$ cat src/rtl/fir4_avg_post_if.sv
// rtl/fir4_avg_post_if.sv - FIR sum input and averaged ready/valid output bundle for fir4_avg_post.
interface fir4_avg_post_if #(
  parameter int w     = 16,
  parameter int DEPTH = 4
);
  logic signed [w+1:0]          s;
  logic signed [w-1:0]          y;
  logic                         y_valid;
  logic                         y_ready;
  logic [$clog2(DEPTH):0]       level;
  logic [7:0]                   drop_cnt;

  modport master (
    input  s,
    input  y_ready,
    output y,
    output y_valid,
    output level,
    output drop_cnt
  );

  modport slave (
    output s,
    output y_ready,
    input  y,
    input  y_valid,
    input  level,
    input  drop_cnt
  );
endinterface

$ cat src/rtl/fir4_avg_post.sv
// rtl/fir4_avg_post.sv - FIR sum warm-up discard, divide-by-4 rounding and output FIFO.
// Define FIR_AVG_CONV_ROUND_EN for round-half-to-even; default is round-half-up.
module fir4_avg_post #(
  parameter int w     = 16,
  parameter int SKIP  = 4,
  parameter int DEPTH = 4
) (
  input  logic             clk,
  input  logic             reset,
  fir4_avg_post_if.master  bus
);

  localparam int              AW      = $clog2(DEPTH);
  localparam logic [2:0]      SKIP_C  = 3'(SKIP);
  localparam logic [AW:0]     DEPTH_C = (AW+1)'(DEPTH);

  logic [2:0]          warm_q, warm_d;
  logic signed [w-1:0] r_q, r_d;
  logic                rv_q, rv_d;
  logic signed [w-1:0] mem_q [DEPTH];
  logic signed [w-1:0] mem_d [DEPTH];
  logic [AW-1:0]       wr_ptr_q, wr_ptr_d;
  logic [AW-1:0]       rd_ptr_q, rd_ptr_d;
  logic [AW:0]         level_q, level_d;
  logic [7:0]          drop_q, drop_d;

  logic                empty, full, push, pop;
  logic signed [w-1:0] rnd;

`ifdef FIR_AVG_CONV_ROUND_EN
  logic signed [w-1:0] quo;
  logic [1:0]          frac;

  // Ties (frac == 2) go to the even quotient.
  always_comb begin
    quo  = bus.s[w+1:2];
    frac = bus.s[1:0];
    rnd  = quo;
    if (frac == 2'd3 || (frac == 2'd2 && quo[0])) begin
      rnd = quo + w'(1);
    end
  end
`else
  logic signed [w+1:0] sum;

  always_comb begin
    sum = bus.s + (w+2)'(2);
    rnd = w'(sum >>> 2);
  end
`endif

  always_comb begin
    warm_d   = warm_q;
    r_d      = r_q;
    rv_d     = 1'b0;
    mem_d    = mem_q;
    wr_ptr_d = wr_ptr_q;
    rd_ptr_d = rd_ptr_q;
    drop_d   = drop_q;

    empty = (level_q == '0);
    full  = (level_q == DEPTH_C);
    pop   = !empty && bus.y_ready;
    // A full FIFO still takes the new sample when the head leaves on the same edge.
    push  = rv_q && (!full || pop);

    if (warm_q < SKIP_C) begin
      warm_d = warm_q + 3'd1;
    end else begin
      rv_d = 1'b1;
      r_d  = rnd;
    end

    if (push) begin
      mem_d[wr_ptr_q] = r_q;
      wr_ptr_d        = wr_ptr_q + AW'(1);
    end
    if (pop) begin
      rd_ptr_d = rd_ptr_q + AW'(1);
    end
    if (rv_q && !push && drop_q != 8'hff) begin
      drop_d = drop_q + 8'd1;
    end

    level_d = level_q + (AW+1)'(push) - (AW+1)'(pop);
  end

  always_ff @(posedge clk or posedge reset) begin
    if (reset) begin
      warm_q   <= '0;
      r_q      <= '0;
      rv_q     <= 1'b0;
      mem_q    <= '{default: '0};
      wr_ptr_q <= '0;
      rd_ptr_q <= '0;
      level_q  <= '0;
      drop_q   <= '0;
    end else begin
      warm_q   <= warm_d;
      r_q      <= r_d;
      rv_q     <= rv_d;
      mem_q    <= mem_d;
      wr_ptr_q <= wr_ptr_d;
      rd_ptr_q <= rd_ptr_d;
      level_q  <= level_d;
      drop_q   <= drop_d;
    end
  end

  assign bus.y        = (level_q != '0) ? mem_q[rd_ptr_q] : '0;
  assign bus.y_valid  = (level_q != '0);
  assign bus.level    = level_q;
  assign bus.drop_cnt = drop_q;

endmodule

$ cat src/flat_wrapper.sv
// flat-port wrapper written by rule: the top's interface ports become plain ports
module fir4_avg_post_flat 
#(
  parameter int w     = 16,
  parameter int SKIP  = 4,
  parameter int DEPTH = 4
)
  (clk, reset, bus_s, bus_y_ready, bus_y, bus_y_valid, bus_level, bus_drop_cnt);
  fir4_avg_post_if #(.w(w), .DEPTH(DEPTH)) bus_i ();
  input  logic clk;
  input  logic reset;
  input wire logic [$bits(bus_i.s)-1:0] bus_s;
  input wire logic [$bits(bus_i.y_ready)-1:0] bus_y_ready;
  output wire logic [$bits(bus_i.y)-1:0] bus_y;
  output wire logic [$bits(bus_i.y_valid)-1:0] bus_y_valid;
  output wire logic [$bits(bus_i.level)-1:0] bus_level;
  output wire logic [$bits(bus_i.drop_cnt)-1:0] bus_drop_cnt;
  assign bus_i.s = bus_s;
  assign bus_i.y_ready = bus_y_ready;
  assign bus_y = bus_i.y;
  assign bus_y_valid = bus_i.y_valid;
  assign bus_level = bus_i.level;
  assign bus_drop_cnt = bus_i.drop_cnt;
  fir4_avg_post #(.w(w), .SKIP(SKIP), .DEPTH(DEPTH)) u_core (.clk(clk), .reset(reset), .bus(bus_i));
endmodule
$ cat config.mk
export PLATFORM = sky130hd
export DESIGN_NAME = fir4_avg_post_flat
export DESIGN_NICKNAME = d
export VERILOG_FILES = /design/src/rtl/fir4_avg_post_if.sv /design/src/rtl/fir4_avg_post.sv /design/src/flat_wrapper.sv
export SDC_FILE = /design/constraint.sdc
export NUM_CORES = 1
export LEC_CHECK = 0
export ABC_AREA = 1
export BUFFER_PORTS_ARGS = -buffer_cell sky130_fd_sc_hd__buf_2
export CAP_MARGIN = 5
export CELL_PAD_IN_SITES_DETAIL_PLACEMENT = 0
export CELL_PAD_IN_SITES_GLOBAL_PLACEMENT = 1
export CORE_MARGIN = 2
export CORE_UTILIZATION = 45
export CTS_BUF_LIST = sky130_fd_sc_hd__clkbuf_16
export DETAILED_ROUTE_END_ITERATION = 7
export GPL_ROUTABILITY_DRIVEN = 1
export PLACE_DENSITY_LB_ADDON = 0.1
export SYNTH_ARGS = -nofsm -noshare
export SYNTH_HDL_FRONTEND = slang
export SYNTH_SLANG_ARGS = --single-unit
$ cat constraint.sdc
create_clock -name clk -period 9 [get_ports clk]
set_input_delay 1.8 -clock clk [delete_from_list [all_inputs] [get_ports clk]]
set_output_delay 1.8 -clock clk [all_outputs]
set_load 0.1 [all_outputs]
# == Word level (Yosys, flattened, before mapping) ==
# Index checks and enable logic that the tools add are counted.
# word_totals
register_bits,99
in_bits,21
word_cells,45
# classes
add_sub_neg,7
magnitude_cmp,4
eq_ne,2
n_mux,8
n_bitwise,2
n_reduce_logical,11
# ops
operator,n
64-bit bitwise mux,1
16-bit 2-to-1 mux,4
16-bit binary-select mux with 2-bit select,1
16-bit demux with 2-bit select,1
"18-bit by 3-bit adder with 18-bit output, second input constant",1
"8-bit by 1-bit adder with 8-bit output, second input constant",1
"8-bit != test, second input constant",1
"3-bit >= comparator, second input constant",2
2-bit inverter with 3-bit output,2
1-bit logical AND,5
"2-bit by 1-bit adder with 2-bit output, second input constant",2
3-bit by 1-bit adder with 3-bit output,1
"3-bit by 1-bit adder with 3-bit output, second input constant",1
"3-bit == test, second input constant",1
1-bit logical NOT,3
3-bit logical NOT,1
"3-bit by 1-bit less-than comparator with 1-bit output, second input constant",1
"3-bit less-than comparator, second input constant",1
3-bit nonzero test,1
3-bit by 1-bit subtractor with 3-bit output,1
1-bit logical OR,1
1-bit 2-to-1 mux,1

# == Longest topological paths before layout ==
# Gate-level depths: netlist of the first run.
# logic_depth
depth_word,8
mapped_depth,10

# == Least setup slack after synthesis of the first run ==
# Ideal clock, no wire load.
# synth_timing
path_type,register -> output
from,"register u_core.level_q[1], in the netlist u_core.bus.level[1]"
to,output bus_y[10]
arrival_time_ns,2.965
t_required_ns,7.200
setup_slack_ns,4.235
path_stages_with_launch,6
path_buffers,1
cell_sequence,dfrtp_1 nor2_2 inv_1 nor2_2 buf_2 a21oi_1
# synth_between
elab_chain_len,2
# synth_rtl
element,line_no,rtl
from (decl),fir4_avg_post.sv:24,"logic [AW:0] level_q, level_d;"
from (signal assigned),fir4_avg_post.sv:105,level_q <= level_d;
3-bit nonzero test,fir4_avg_post.sv:110,assign bus.y = (level_q != '0) ? mem_q[rd_ptr_q] : '0;
16-bit 2-to-1 mux,fir4_avg_post.sv:110,
to (decl),flat_wrapper.sv:14,output wire logic [$bits(bus_i.y)-1:0] bus_y;
# Every way passes these cells.

# == Final worst setup path of the first run ==
# layout_timing
from,register u_core.rd_ptr_q[1]
to,output bus_y[12]
# layout_between
elab_chain_len,5
# layout_rtl
element,line_no,rtl
from (decl),fir4_avg_post.sv:23,"logic [AW-1:0] rd_ptr_q, rd_ptr_d;"
from (signal assigned),fir4_avg_post.sv:104,rd_ptr_q <= rd_ptr_d;
2-bit inverter with 3-bit output (implied by the code),fir4_avg_post.sv:110,
16-bit binary-select mux with 2-bit select,fir4_avg_post.sv:110,
16-bit 2-to-1 mux (implied by the code) (2 in a row),fir4_avg_post.sv:110,
16-bit 2-to-1 mux,fir4_avg_post.sv:110,
# Every way passes these cells. The select of a mux whose other input is x is not followed.

==> results of run 1 <==
==> worst max-delay path, cell delays in order (launching register included) <==
cell	delay, ns
dfrtp_1	0.88
inv_2	0.37
a21oi_1	0.20
o21ai_0	0.10
a21oi_1	0.24
buf_2	0.47
==> synth_stat cells, drive strengths merged <==
master / n
xor2: 6
nand3: 20
nand2: 181
xnor2: 9
o21ai: 110
inv: 72
a31oi: 1
a21oi: 48
nor2: 27
buf: 22
o21bai: 4
clkinv: 1
fa: 1
or2: 1
clkbuf: 7
dfrtp: 99
ha: 9
nand4: 3
==> cell type report <==
type,count,area (µm²)
inverter,73,276.5
clock inverter,6,26.28
multi-input combinational,420,2130
clock buffer,9,225.2
timing repair buffer,50,257.7
fill,1087,5368
sequential,99,2477
tap,140,175.2
==> per-layer routing <==
layer | GRT usage, % | wire length [µm]
met1 | 28.01 | 5426
met2 | 34.22 | 5569
met3 | 3.057 | 556
met4 | 7.768 | 197
met5 | 0 | 0
==> state kept, by name, indices dropped and copies added, names as in the netlist <==
name / count
u_core.bus.drop_cnt: 8
u_core.rd_ptr_q: 2
u_core.rv_q: 1
u_core.bus.level: 3
u_core.mem_q: 64
u_core.r_q: 16
u_core.warm_q: 3
u_core.wr_ptr_q: 2
==> how the worst max path moves through the flow <==
stage | endpoint | start | depth (start not counted)
after floorplan | bus_y[10] | u_core.bus.level[1]$_DFF_PP0_ | 5
after global placement | bus_y[12] | u_core.rd_ptr_q[1]$_DFFE_PP0P_ | 5
after detailed placement | bus_y[12] | u_core.rd_ptr_q[0]$_DFFE_PP0P_ | 6
after CTS | bus_y[12] | u_core.rd_ptr_q[1]$_DFFE_PP0P_ | 5
after global routing | bus_y[6] | u_core.rd_ptr_q[0]$_DFFE_PP0P_ | 6
final | bus_y[12] | u_core.rd_ptr_q[1]$_DFFE_PP0P_ | 5
==> per-stage QoR <==
stage	hold slack, ns	area (µm²)	utilization [%]
final	0.4898	5568	50.92
after global routing	0.5009	5568	50.92
after CTS	0.4945	5568	50.92
after detailed placement	0.4770	5316	48.62
after global placement	0.4670	5316	48.62
after floorplan	0.3487	5075	-
==> logic make-up (layout without fill, tap and decap cells) <==
family,Yosys count,in the layout
fa+ha+maj,10,10
compound gates,163,163
simple gates,232,232
xor+xnor,15,15
flops,99,99
buf+inv,102,138
==> flow_summary.toml, run 1 <==
[clock_tree]
clockRootBuffer = "clkbuf_16"
clk_path_buf_depth = 2
htree_levels = 3
clkTransAtPathRegs_ns = 0.06
postCtsHoldBufs = 0
cts_buffers = 9
post_cts_buffers = 0
cts_tree = "built"
cts.repair.resized = 0
cts_sinks = 99
clk_latency_ns = 0.35

[place]
dpl_worst_slack_ns = 4.986
portBuffers = 47
hpwl_um = 7480
place.gp.congestion = 0.7958
dp_cells = 782

[floorplanning]
ios = 49
die_x_um = 110.2
dieArea_mm2 = 0.01214
num_rows = 38
start_util_pct = 46.41
fp.dieH_um = 110.2
core_mm2 = 0.01094

[sta]
finalMaxSlewViolations = 0
setup_viol = 0
slew_headroom_pct = 35.65
period_needed_ns = 4.402
fmax_mhz = 227.2
worst_slew_pin_slew_ns = 0.9642
hold_violations = 0
rsz0062_at_grt = "false"
fin_crit_sh_pct = 48.91
timing.final.ws_setup_ns = 4.598
fin_skew_ns = 0.008682
tns_ns = 0

[worst_setup_path]
worst_setup_path_start_kind = "flip-flop"
r2r-start = "u_core.bus.level[1]$_DFF_PP0_"
worst-r2r-setup-slack_ns = 6.30
reg2regPathDepth = 10
required_ns = 7.20
critPathKind = "flip-flop to output port"
arrival_ns = 2.60
cp_max_fo = 17
cp-end-kind = "output port"
r2r-end = "u_core.bus.level[2]$_DFF_PP0_"

[layout]
nets = 684
final_cells = 797
layout-drive-gt1-share_pct = 13.70
syn_to_final_growth_pct = 9.714
final_cell_mix = "180 x nand2_1, 99 x dfrtp_1, 92 x o21ai_0"
antenna_cells = 0
layout_commonest_cell = "nand2_1"

[routing]
post_drt_via_cell_ratio = 5.034
drt_iter0_drc = 188
num_vias = 4012
firstDrtPassIters = 4
route.detailed.drc = 0
ant_nets = 0
drt_wl_total_um = 11750
wl_per_cell_um = 14.74

[job]
maxCapViolCount = 0

[yosys]
synth.lib_cells_used.distinct = 29
avgSynthCellArea_um2 = 8.172
synth_nets = 652
ys_seq_area_share_pct = 48.82
yosys_warnings = 0
synth_cells = 621
synth_top_area_share_pct = 48.82
synthAdderAreaFrac_pct = 2.613
synth_area_leaders = "dfrtp_1 49%, nand2_1 13%, o21ai_0 9.1%, inv_1 5.3%, a21oi_1 4.7%"
ys_ff_latch = 99
netlist_area_mm2 = 0.005075
yosys.area_share.simple_pct = 19.21
synth_xor_area_share_pct = 2.589
synth_top_area_cell = "dfrtp_1"
synth_top_family_by_area = "simple AND/OR/NAND/NOR gates"
synth.area.mux_share_pct = 0
synth-compound-area-share_pct = 17.55

[grt]
grt_pass1_wl_um = 19020
grt_start_max_net_pins = 56
grt_pass1_vias = 3679
antenna_found_initial = 0
grt_overflow = 0
grt_usage_pct = 20.83

[hold_path]
whs_path_depth = 1
holdCritPathClass = "flip-flop to flip-flop"
min_from = "u_core.warm_q[0]$_DFFE_PP0N_"
whs_endpoint = "u_core.warm_q[0]$_DFFE_PP0N_"

[status]
status = "completed"
Power of run 1 is left out: the tool's default activity adds up to more than one toggle a clock period on the data nets, which glitch-free logic cannot reach.
==> run 2, diff against run 1 <==
- CORE_UTILIZATION: 45 -> 44
- clock period: 9 -> 4.25 ns (I/O delays scaled with it)
==> run 2 against run 1 <==
Net effect:
- final area up 1.5%
- routed wire length increased by 3.8%
- global-route usage up 0.44 points
- hold slack worse by 0.0024 ns
- die area grew 2.2%
- non-clock buffer count increased by 3
- via count is 1.8% higher
- register-to-register slack lost 4.9 ns
- first-iteration DRC count is 45% higher
- sequential cell count unchanged
- cell count increased by 0.88%
- clock-buffer cell count unchanged
==> flow_summary.toml, run 2 (synthesized netlist as in run 1, its figures left out) <==
[routing]
top_layer = "met4"
post_drt_via_cell_ratio = 5.080
met3_length_um = 505
firstDrtPassIters = 4
ant_nets = 0
drt_iter0_drc = 272
met1_length_um = 5736
route.detailed.drc = 0
routed-wl-met2_um = 5757
drt_wl_total_um = 12200
wl_per_cell_um = 15.18
num_vias = 4084

[clock_tree]
cts_tree = "built"
clk_latency_ns = 0.35
clk_path_buf_depth = 2
clkTransAtPathRegs_ns = 0.06
htree_levels = 3
cts.repair.resized = 0
cts_buffers = 9
clockRootBuffer = "clkbuf_16"
cts_sinks = 99
post_cts_buffers = 0
postCtsHoldBufs = 0

[sta]
setup_viol = 0
rsz0062_at_grt = "false"
fin_skew_ns = 0.005774
slew_headroom_pct = 31.95
tns_ns = 0
worst_slew_pin_slew_ns = 1.020
finalMaxSlewViolations = 0
fin_crit_sh_pct = 75.59
fmax_mhz = 311.3
period_needed_ns = 3.212
hold_violations = 0

[worst_setup_path]
critPathKind = "flip-flop to output port"
cp_slowest_cell = "inv_1"
crit_chain = "inv_1 > o21ai_0 > a21oi_1 > buf_2"
cp-end-kind = "output port"
crit_family = "buffers and inverters"
worst-r2r-setup-slack_ns = 1.43
startpoint = "u_core.rd_ptr_q[0]$_DFFE_PP0P_"
r2r-end = "u_core.bus.level[2]$_DFF_PP0_"
arrival_ns = 2.36
required_ns = 3.40
cp_max_fo = 32
worst_setup_path_start_kind = "flip-flop"
cpPeakStageDelay_ns = 0.67
r2r-start = "u_core.bus.level[1]$_DFF_PP0_"
worstSetupEndpoint = "bus_y[15]"
reg2regPathDepth = 10
crit_cells = 4
cp_num_buf_inv = 2

[grt]
grt_pass1_vias = 4044
grt_overflow = 0
grt_usage_pct = 21.27
grt_pass1_wl_um = 20740
grt_start_max_net_pins = 71
antenna_found_initial = 0

[place]
portBuffers = 47
hpwl_um = 7781
place.gp.congestion = 0.8206
postPlaceCellArea_mm2 = 0.005343
dp_cells = 788

[layout]
fin_area_mm2 = 0.005650
final_cells = 804
largest_reg_flops = 64
top_register = "u_core.mem_q"
syn_to_final_growth_pct = 11.34
layout_commonest_cell = "nand2_1"
final_cell_mix = "180 x nand2_1, 99 x dfrtp_1, 92 x o21ai_0"
fillers = 1149
nets = 687
layout-drive-gt1-share_pct = 14.67
antenna_cells = 0

[floorplanning]
start_util_pct = 44.83
core_mm2 = 0.01132
num_rows = 39
ios = 49
fp.dieH_um = 111.4
dieArea_mm2 = 0.01241
die_x_um = 111.4

[status]
status = "completed"

[hold_path]
holdCritPathClass = "flip-flop to flip-flop"
whs_path_depth = 1

[job]
maxCapViolCount = 0
-- run 2: cell count changes in the layout (fill, tap and decap cells not counted), sizes merged --
| cell | before | now |
|---|---|---|
| buf | 50 | 53 |
| bufinv | 0 | 2 |
| clkinv | 4 | 6 |
| clkinvlp | 1 | 0 |
| inv | 74 | 72 |
-- run 2: worst min path at each step --
stage                                 start                           end  slack [ns]
3_3_place_gp   u_core.warm_q[0]$_DFFE_PP0N_  u_core.warm_q[0]$_DFFE_PP0N_        0.47
3_5_place_dp   u_core.warm_q[1]$_DFFE_PP0N_  u_core.warm_q[1]$_DFFE_PP0N_        0.47
6_report       u_core.warm_q[0]$_DFFE_PP0N_  u_core.warm_q[0]$_DFFE_PP0N_        0.49
2_1_floorplan  u_core.warm_q[2]$_DFFE_PP0N_         u_core.rv_q$_DFF_PP0_        0.35
5_1_grt        u_core.warm_q[0]$_DFFE_PP0N_  u_core.warm_q[0]$_DFFE_PP0N_        0.50
4_1_cts        u_core.warm_q[1]$_DFFE_PP0N_  u_core.warm_q[1]$_DFFE_PP0N_        0.49
-- run 2: layout make-up --
type	count	area, µm²	share of cell area [%]
inverters	73	276.5	4.894
multi-input cells	420	2130	37.69
repair buffers	53	280.3	4.960
well taps	143	178.9	3.167
clock inverters	7	82.58	1.461
flip-flops and latches	99	2477	43.84
clock buffers	9	225.2	3.986
-- run 2: routing by layer --
| metal | GRT usage [%] | vias up |
|---|---|---|
| met5 | 0 | - |
| met4 | 7.819 | 0 |
| met3 | 2.831 | 12 |
| met2 | 34.84 | 85 |
| met1 | 29.20 | 1931 |
| li1 | - | 2056 |
-- run 2: worst reg2reg max path, cell delays in order, from the launching register on --
cell     delay (ns)
dfrtp_1        0.45
nor2_2         0.16
inv_1          0.06
nor2_2         0.77
nor2_2         0.14
ha_1           0.33
inv_1          0.06
ha_1           0.14
inv_1          0.06
fa_1           0.39
xnor2_1        0.15
-- run 2: per-stage QoR --
step	util, %	hold WS (ns)	setup WS [ns]
4_1_cts	49.91	0.4903	1.030
6_report	49.91	0.4875	1.038
2_1_floorplan	-	0.3487	0.4353
3_5_place_dp	47.19	0.4727	1.456
5_1_grt	49.91	0.5019	0.8701
3_3_place_gp	47.19	0.4662	1.441
Power of run 2 is left out for the same reason.
